--- config.mk ---
export PLATFORM = sky130hd
export DESIGN_NAME = branch_resolve_bht
export DESIGN_NICKNAME = d
export VERILOG_FILES = /design/src/rtl/branch_pkg.sv /design/src/rtl/bht_2bit.sv /design/src/rtl/branch_resolve_bht.sv
export SDC_FILE = /design/constraint.sdc
export NUM_CORES = 1
export LEC_CHECK = 0
export CORE_ASPECT_RATIO = 1.25
export CORE_MARGIN = 2
export CORE_UTILIZATION = 45
export CTS_BUF_LIST = sky130_fd_sc_hd__clkbuf_16
export DETAILED_ROUTE_END_ITERATION = 10
export PLACE_DENSITY = 0.71
export REMOVE_ABC_BUFFERS = 1
export SKIP_CTS_REPAIR_TIMING = 1
export SYNTH_ARGS = -nofsm -noshare
export SYNTH_HDL_FRONTEND = slang
export SYNTH_SLANG_ARGS = --single-unit
--- constraint.sdc ---
create_clock -name CLK -period 12.05 [get_ports CLK]
set_input_delay 1.8075 -clock CLK [delete_from_list [all_inputs] [get_ports CLK]]
set_output_delay 1.8075 -clock CLK [all_outputs]
set_load 0.05 [all_outputs]
--- src/rtl/branch_pkg.sv ---
// Shared types and encodings for branch resolution and the branch history table.
package branch_pkg;

  typedef enum logic [2:0] {
    PCS_PLUS4   = 3'd0,
    PCS_JALR    = 3'd1,
    PCS_BRANCH  = 3'd2,
    PCS_JAL     = 3'd3,
    PCS_RECOVER = 3'd4
  } pcsrc_e;

  localparam logic [6:0] OP_BRANCH = 7'b1100011;
  localparam logic [6:0] OP_JAL    = 7'b1101111;
  localparam logic [6:0] OP_JALR   = 7'b1100111;

  localparam logic [2:0] F3_BEQ  = 3'b000;
  localparam logic [2:0] F3_BNE  = 3'b001;
  localparam logic [2:0] F3_BLT  = 3'b100;
  localparam logic [2:0] F3_BGE  = 3'b101;
  localparam logic [2:0] F3_BLTU = 3'b110;
  localparam logic [2:0] F3_BGEU = 3'b111;

  localparam logic [1:0] CTR_WNT = 2'b01;

  // Saturating 2-bit counter step toward the observed outcome.
  function automatic logic [1:0] ctr_step(input logic [1:0] ctr, input logic taken);
    if (taken) return (ctr == 2'b11) ? ctr : ctr + 2'b01;
    else       return (ctr == 2'b00) ? ctr : ctr - 2'b01;
  endfunction

endpackage

--- src/rtl/bht_2bit.sv ---
// Table of 2-bit saturating counters: combinational read port, one saturating write port.
module bht_2bit
  import branch_pkg::*;
#(
  parameter int DEPTH = 64
) (
  input  logic                     clk,
  input  logic                     rst,
  input  logic [$clog2(DEPTH)-1:0] rd_idx,
  output logic                     rd_taken,
  input  logic                     wr_en,
  input  logic [$clog2(DEPTH)-1:0] wr_idx,
  input  logic                     wr_taken
);

  logic [1:0] ctr [DEPTH];

  // NOTE: the table is a flop array, so every entry is reset; predictions must be
  // deterministic from the first fetch after reset, which an SRAM could not give.
  always_ff @(posedge clk) begin
    if (rst) begin
      for (int i = 0; i < DEPTH; i++) ctr[i] <= CTR_WNT;
    end else if (wr_en) begin
      ctr[wr_idx] <= ctr_step(ctr[wr_idx], wr_taken);
    end
  end

  // Read sees the pre-update value when the same entry is written this cycle.
  assign rd_taken = ctr[rd_idx][1];

endmodule

--- src/rtl/branch_resolve_bht.sv ---
// Execute-stage branch/jump resolution with a registered PC-source/redirect,
// BHT training and saturating branch/mispredict counters.
module branch_resolve_bht
  import branch_pkg::*;
#(
  parameter int XLEN      = 32,
  parameter int BHT_DEPTH = 64,
  parameter int CNT_W     = 32
) (
  input  logic             CLK,
  input  logic             RST,
  input  logic [XLEN-1:0]  IF_PC,
  output logic             IF_PRED_TAKEN,
  input  logic             EX_VALID,
  input  logic             EX_STALL,
  input  logic [31:0]      EX_IR,
  input  logic [XLEN-1:0]  EX_PC,
  input  logic [XLEN-1:0]  EX_RS1,
  input  logic [XLEN-1:0]  EX_RS2,
  input  logic             EX_PRED_TAKEN,
  output logic [2:0]       PC_SOURCE_OUT,
  output logic             REDIRECT,
  output logic [XLEN-1:0]  RECOVER_PC,
  output logic [CNT_W-1:0] BR_COUNT,
  output logic [CNT_W-1:0] MISS_COUNT
);

  localparam int IDX_W = $clog2(BHT_DEPTH);

  logic [6:0] opcode;
  logic [2:0] f3;
  logic       is_branch;
  logic       legal_branch;
  logic       cond_taken;
  logic       sample;
  logic       miss;
  pcsrc_e     pcs_nxt;

  pcsrc_e          pc_source_q;
  logic            redirect_q;
  logic [XLEN-1:0] recover_pc_q;
  logic [CNT_W-1:0] br_count_q;
  logic [CNT_W-1:0] miss_count_q;

  assign opcode       = EX_IR[6:0];
  assign f3           = EX_IR[14:12];
  assign is_branch    = (opcode == OP_BRANCH);
  assign legal_branch = is_branch && (f3 != 3'b010) && (f3 != 3'b011);
  assign sample       = EX_VALID && !EX_STALL;

  // NOTE: every always_comb output gets a default first, so no path leaves it
  // unassigned and no latch is inferred.
  always_comb begin
    cond_taken = 1'b0;
    case (f3)
      F3_BEQ:  cond_taken = (EX_RS1 == EX_RS2);
      F3_BNE:  cond_taken = (EX_RS1 != EX_RS2);
      F3_BLT:  cond_taken = ($signed(EX_RS1) <  $signed(EX_RS2));
      F3_BGE:  cond_taken = ($signed(EX_RS1) >= $signed(EX_RS2));
      F3_BLTU: cond_taken = (EX_RS1 <  EX_RS2);
      F3_BGEU: cond_taken = (EX_RS1 >= EX_RS2);
      default: cond_taken = 1'b0;
    endcase
  end

  // Illegal funct3 is a not-taken branch: it still corrects a taken prediction
  // but is neither trained nor counted.
  always_comb begin
    pcs_nxt = PCS_PLUS4;
    miss    = 1'b0;
    if (EX_VALID) begin
      if (opcode == OP_JAL) begin
        pcs_nxt = PCS_JAL;
        miss    = 1'b1;
      end else if (opcode == OP_JALR) begin
        pcs_nxt = PCS_JALR;
        miss    = 1'b1;
      end else if (is_branch) begin
        if (cond_taken && !EX_PRED_TAKEN)      pcs_nxt = PCS_BRANCH;
        else if (!cond_taken && EX_PRED_TAKEN) pcs_nxt = PCS_RECOVER;
        miss = legal_branch && (cond_taken != EX_PRED_TAKEN);
      end
    end
  end

  // NOTE: state registers use non-blocking assignments so every flop samples
  // the pre-edge values regardless of statement order.
  always_ff @(posedge CLK) begin
    if (RST) begin
      pc_source_q  <= PCS_PLUS4;
      redirect_q   <= 1'b0;
      recover_pc_q <= '0;
      br_count_q   <= '0;
      miss_count_q <= '0;
    end else if (!EX_STALL) begin
      pc_source_q <= pcs_nxt;
      redirect_q  <= (pcs_nxt != PCS_PLUS4);
      if (EX_VALID) recover_pc_q <= EX_PC + XLEN'(4);
      if (EX_VALID && legal_branch && (br_count_q != '1))
        br_count_q <= br_count_q + CNT_W'(1);
      if (miss && (miss_count_q != '1))
        miss_count_q <= miss_count_q + CNT_W'(1);
    end
  end

  bht_2bit #(.DEPTH(BHT_DEPTH)) u_bht (
    .clk      (CLK),
    .rst      (RST),
    .rd_idx   (IF_PC[IDX_W+1:2]),
    .rd_taken (IF_PRED_TAKEN),
    .wr_en    (sample && legal_branch),
    .wr_idx   (EX_PC[IDX_W+1:2]),
    .wr_taken (cond_taken)
  );

  assign PC_SOURCE_OUT = pc_source_q;
  assign REDIRECT      = redirect_q;
  assign RECOVER_PC    = recover_pc_q;
  assign BR_COUNT      = br_count_q;
  assign MISS_COUNT    = miss_count_q;

  logic unused_bits;
  assign unused_bits = ^{EX_IR[31:15], EX_IR[11:7], IF_PC[XLEN-1:IDX_W+2], IF_PC[1:0]};

endmodule
### After elaboration in Yosys (flattened, before gate mapping)

Memories as Yosys holds them, arrays and structs flattened.
Cells that the tools add are included.

| word-level totals | value |
|---|---|
| bits in registers | 100 |
| memories | 1 |
| logic and storage cells | 76 |
| input bits | 165 |
| bits in writable memories | 128 |

Memories:

| name | words | bits a word | read ports | clocked after memory_dff | wr ports | RTL line | source |
|---|---|---|---|---|---|---|---|
| u_bht.ctr | 64 | 2 | 2 | 0 | 64 | bht_2bit.sv:16 | `logic [1:0] ctr [DEPTH];` |

| operators by class | value |
|---|---|
| reductions and logical operators | 20 |
| muxes and demuxes | 24 |
| equal/unequal tests | 16 |
| $add $sub $neg | 5 |
| $lt $le $gt $ge | 4 |
| bitwise gates (word level) | 1 |

Operator list:

| kind | number |
|---|---|
| 32-bit by 1-bit adder with 32-bit output, second input constant | 2 |
| 32-bit >= comparator | 2 |
| 32-bit < comparator | 2 |
| 32-bit != test, second input constant | 2 |
| 32-bit by 3-bit adder with 32-bit output, second input constant | 1 |
| 32-bit equality test | 1 |
| 32-bit != test | 1 |
| 7-bit equality test, second input constant | 3 |
| 3-bit two-way mux | 6 |
| 3-bit equality test, second input constant | 4 |
| 2-bit two-way mux | 6 |
| 1-bit logical AND | 10 |
| 1-bit two-way mux | 10 |
| 6-bit two-way mux | 1 |
| 3-bit by 2-bit != test with 1-bit output, second input constant | 2 |
| 1-bit one-hot mux with 6 select lines | 1 |
| 2-bit AND reduction | 3 |
| 3-bit by 1-bit equality test with 1-bit output, second input constant | 1 |
| 1-bit logical NOT | 3 |
| 3-bit logical NOT | 1 |
| 3-bit nonzero test | 1 |
| 2-bit by 1-bit adder with 2-bit output, second input constant | 1 |
| 2-bit equality test, second input constant | 1 |
| 2-bit logical NOT | 1 |
| 4 further kinds | 4 |

### Depth between registers and ports, before layout

| logic depth | value |
|---|---|
| word-level depth | 11 |
| mapped depth | 18 |

### By module

A second synthesis with hierarchy kept.

| unflattened totals | value |
|---|---|
| cell total of the unflattened synthesis | 1,349 |
| area total of the unflattened synthesis | 13,043.8 µm² |

By module, submodules not included:

| module | area each (µm²) | sequential area each (µm²) | times used | cells each |
|---|---|---|---|---|
| bht_2bit | 7,086.8 | 3,843.7 | 1 | 625 |
| branch_resolve_bht | 5,957.0 | 2,001.9 | 1 | 724 |

### Worst setup path after synthesis

Ideal clock, no wire load.

| timing | value |
|---|---|
| kind | input to output |
| start point | in IF_PC[2] |
| end point | out IF_PRED_TAKEN |
| required time | 10,242 ps |
| cell stages on the path | 5 |
| slack | 6,109 ps |
| arrival time | 4,133 ps |
| path buffers | 2 |
| cells stage by stage | clkbuf_1 buf_2 mux4_2 mux4_2 mux4_2 |

| on the way | value |
|---|---|
| word-level cells in the longest chain between the ends | 1 |

RTL lines:

| item | RTL line | source |
|---|---|---|
| start: declaration | branch_resolve_bht.sv:12 | `input logic [XLEN-1:0] IF_PC,` |
| memory read 64 x 2 bit | -- |  |
| end: declaration | branch_resolve_bht.sv:13 | `output logic IF_PRED_TAKEN,` |

No other way between the ends.

### Final worst setup path

| timing | value |
|---|---|
| start point | in IF_PC[3] |
| end point | out IF_PRED_TAKEN |

The elaborated chain is that of the path after synthesis.

==> run_results.csv <==
group,metric,value,unit
finish,drive_above_1_share,0.0856,
routing,routed.top_layer,"met4",
pwr,p_leak,5.45,nW
cts,cts_buffers,25,
finish,layout.nets,1703,
routing,dr.pass1.iters,5,
pwr,clkPwrFrac,0.411,
timing,setup_tns,0,ns
routing,vias_per_cell,5.96,
worst_setup_path,start_kind,"input pin",
pwr,p_switching,498,uW
grt,grt_usage,0.238,
place,dpl.hpwl,23700,um
pwr,p_per_area,118,mW/mm^2
timing,min_period,6.94,ns
floorplanning,core_area,0.0285,sq mm
floorplanning,die_area,0.0304,sq mm
timing,period_share,0.576,
logic_synthesis,syn_avg_cell_area,9.71,sq um
routing,wirelength,36000,um
timing,drv_slew,0,
routing,wl_met3,2830,um
floorplanning,io_pins,266,
worst_setup_path,cp_max_fo,16,
worst_setup_path,crit_arrival,5.14,ns
logic_synthesis,synth_cells,1344,
grt,grt_pass1_wl,58300,um
routing,met2_length,18000,um
routing,drc,0,
logic_synthesis,ys_warn_count,0,
cts,clk_pin_slew,0.06,ns
worst_setup_path,required,10.24,ns
worst_setup_path,worst_path_max_delay_cell,"clkdlybuf4s50_1",
floorplanning,num_rows,69,
timing,finalSetupViolCount,0,
run_status,status,"complete, no violations",
logic_synthesis,synth-main-ff-cell,"edfxtp_1",
worst_setup_path,r2r_slack,8.85,ns
grt,grt_max_degree,72,
logic_synthesis,syn_area,0.0131,sq mm
pwr,comb_power_share,0.145,
cts,worstSkewPairLatency,0.53,ns
worst_setup_path,cp_num_buf_inv,2,
cts,clock_path_buffers,3,
grt,antenna_found_initial,0,
cts,cts.sinks,228,
place,place_congestion,0.868,
routing,ant_nets,0,
routing,vias,11200,
grt,grt-ovfl-total,0,
floorplanning,die_height,194,um
logic_synthesis,seq_area_frac_synth,0.448,
timing,skew,0.00895,ns
routing,wl_per_cell,19.2,um
timing,grt_setup_unrepaired,"no",
pwr,swShare,0.262,
pwr,seqPwrFrac,0.443,
cts,cts_tree,"done",
cts,root_buffer,"clkbuf_16",
pwr,peakVddDrop,0.0000903,V
worst_setup_path,worstPathCellList,"clkdlybuf4s50_1 > mux4_2 > mux4_2 > mux4_2 > clkdlybuf4s50_1",
logic_synthesis,ys_types,68,
logic_synthesis,async_flop_share,0,
finish,area.growth.synth_to_final,23.7,%
finish,antennaDiodeCount,0,
worst_setup_path,worstSetupPathType,"input pin to output port",
timing,worst_slew_pin_slew,1.07,ns
routing,initialDrtViolationCount,793,
pwr,intPower,1.40,mW
cts,cts-htree-levels,1,
logic_synthesis,synth_edf_count,128,
timing,slew_headroom,0.281,
worst_setup_path,max_stage_delay,1.15,ns
routing,wl_met1,13800,um
timing,finalHoldViolations,0,
grt,grt_pass1_vias,11200,
timing,fmax,0.144,GHz
floorplanning,initial_utilization,0.458,
worst_setup_path,cpMostUsedCell,"mux4_2",
hold_path,hold_class,"flip-flop to flip-flop",
flow_run,drv_cap,0,
floorplanning,die_x,156,um
place,numPortBuffers,217,
pwr,finalPower,1.90,mW
logic_synthesis,synth-seq-cells,228,
worst_setup_path,cp_top_family,"buffers and inverters",
worst_setup_path,endpoint_kind,"output port",
-- power groups by stage --
stage	clock [mW]	sequential, mW	combinational, mW
finish	0.781	0.842	0.276
global route	0.825	0.843	0.297
CTS	0.794	0.842	0.274
detailed placement	0	0.859	0.274
global placement	0	0.858	0.270
floorplan	0	0.880	0.119
-- metrics by stage --
stage	setup slack [ns]	instances	instance area (sq um)	hold WS [ns]	utilization
4_1_cts	5.14	1874	16100	0.460	0.567
5_1_grt	5.07	1874	16100	0.498	0.567
3_3_place_gp	5.17	1829	15300	0.443	0.538
6_report	5.11	1874	16100	0.463	0.567
2_1_floorplan	6.61	1238	12500	0.666	-
3_5_place_dp	5.14	1829	15300	0.452	0.538
-- worst reg2reg max path, delay by kind of cell (launching register included) --
kind	cells	cell delay, ns
multiplexers	1	0.31
flip-flops	1	0.39
buffers and inverters	1	0.63
AND/OR/NAND/NOR	4	0.99
AO/OA/AOI/OAI	3	0.58
-- layout by cell type, fill, tap and decap left out, types with 5 or more instances in the layout --
| master | Yosys | final |
|---|---|---|
| clkdlybuf4s50_1 | 0 | 214 |
| nand2_1 | 129 | 128 |
| edfxtp_1 | 128 | 128 |
| nor2_1 | 127 | 127 |
| a21oi_1 | 103 | 103 |
| dfxtp_1 | 100 | 100 |
| nand4_1 | 94 | 94 |
| inv_1 | 53 | 58 |
| xor2_1 | 43 | 43 |
| nand3_1 | 41 | 41 |
| nand2b_1 | 40 | 39 |
| ha_1 | 37 | 37 |
| mux4_2 | 33 | 33 |
| a211oi_1 | 32 | 32 |
| xnor2_1 | 32 | 32 |
| a21o_1 | 29 | 29 |
| o21ai_0 | 26 | 26 |
| clkbuf_16 | 0 | 25 |
| buf_4 | 13 | 20 |
| nor3_1 | 20 | 19 |
| and3_1 | 16 | 16 |
| or3_1 | 15 | 15 |
| and4_1 | 13 | 13 |
| mux2i_1 | 11 | 11 |
| mux2_2 | 11 | 11 |
| a22oi_1 | 10 | 10 |
| a221oi_1 | 7 | 7 |
| o211ai_1 | 6 | 6 |
| nand3b_1 | 6 | 6 |
| clkinv_2 | 0 | 6 |
| a31o_2 | 5 | 5 |
| nor2b_1 | 6 | 5 |
| nor4_1 | 5 | 5 |
-- synth_stat cells, types with 8 or more instances --
cell / n / share of area
a211oi_1: 32 / 0.018
a21o_1: 29 / 0.017
a21oi_1: 103 / 0.039
a22oi_1: 10 / 0.0058
and3_1: 16 / 0.0077
and4_1: 13 / 0.0087
buf_2: 17 / 0.0065
buf_4: 13 / 0.0075
buf_6: 8 / 0.0069
clkbuf_1: 64 / 0.018
dfxtp_1: 100 / 0.15
edfxtp_1: 128 / 0.29
ha_1: 37 / 0.035
inv_1: 53 / 0.015
mux2_2: 11 / 0.0095
mux2i_1: 11 / 0.0084
mux4_2: 33 / 0.057
nand2_1: 129 / 0.037
nand2b_1: 40 / 0.019
nand3_1: 41 / 0.016
nand4_1: 94 / 0.045
nor2_1: 127 / 0.037
nor3_1: 20 / 0.0077
o21ai_0: 26 / 0.010
or3_1: 15 / 0.0072
xnor2_1: 32 / 0.021
xor2_1: 43 / 0.029
-- cell type report --
class / instances / area, sq um
Tap cell: 355 / 444
Fill cell: 2511 / 12300
Inverter: 53 / 199
Clock inverter: 20 / 199
Timing Repair Buffer: 236 / 2300
Clock buffer: 25 / 626
Multi-Input combinational cell: 957 / 6530
Sequential cell: 228 / 5850
-- flip-flops by register name, indices dropped and copies added, names as in the netlist --
signal and flops:
BR_COUNT 32, u_bht.ctr 128, RECOVER_PC 32, MISS_COUNT 32, REDIRECT 1, PC_SOURCE_OUT 3
-- cells by family after synthesis --
| family | synth area share |
|---|---|
| simple gates | 0.211 |
| xor+xnor | 0.0503 |
| buf+inv | 0.0557 |
| compound gates | 0.124 |
| fa+ha+maj | 0.0355 |
| flops | 0.448 |
| mux | 0.0757 |
-- path summary, 6_finish.rpt --
kind | from | end | depth (start not counted)
min reg2reg | RECOVER_PC[3] | RECOVER_PC[3] | 2
max | IF_PC[3] | IF_PRED_TAKEN | 5
max reg2reg | u_bht.ctr[41][1] | u_bht.ctr[48][0] | 9
min | RECOVER_PC[3] | RECOVER_PC[3] | 2
-- layer usage --
layer | GRT usage | vias up
li1 | - | 5251
met1 | 0.293 | 5314
met2 | 0.407 | 498
met3 | 0.0406 | 101
met4 | 0.103 | 0
met5 | 0 | -
No activity file was read; power rests on OpenSTA's default activity.
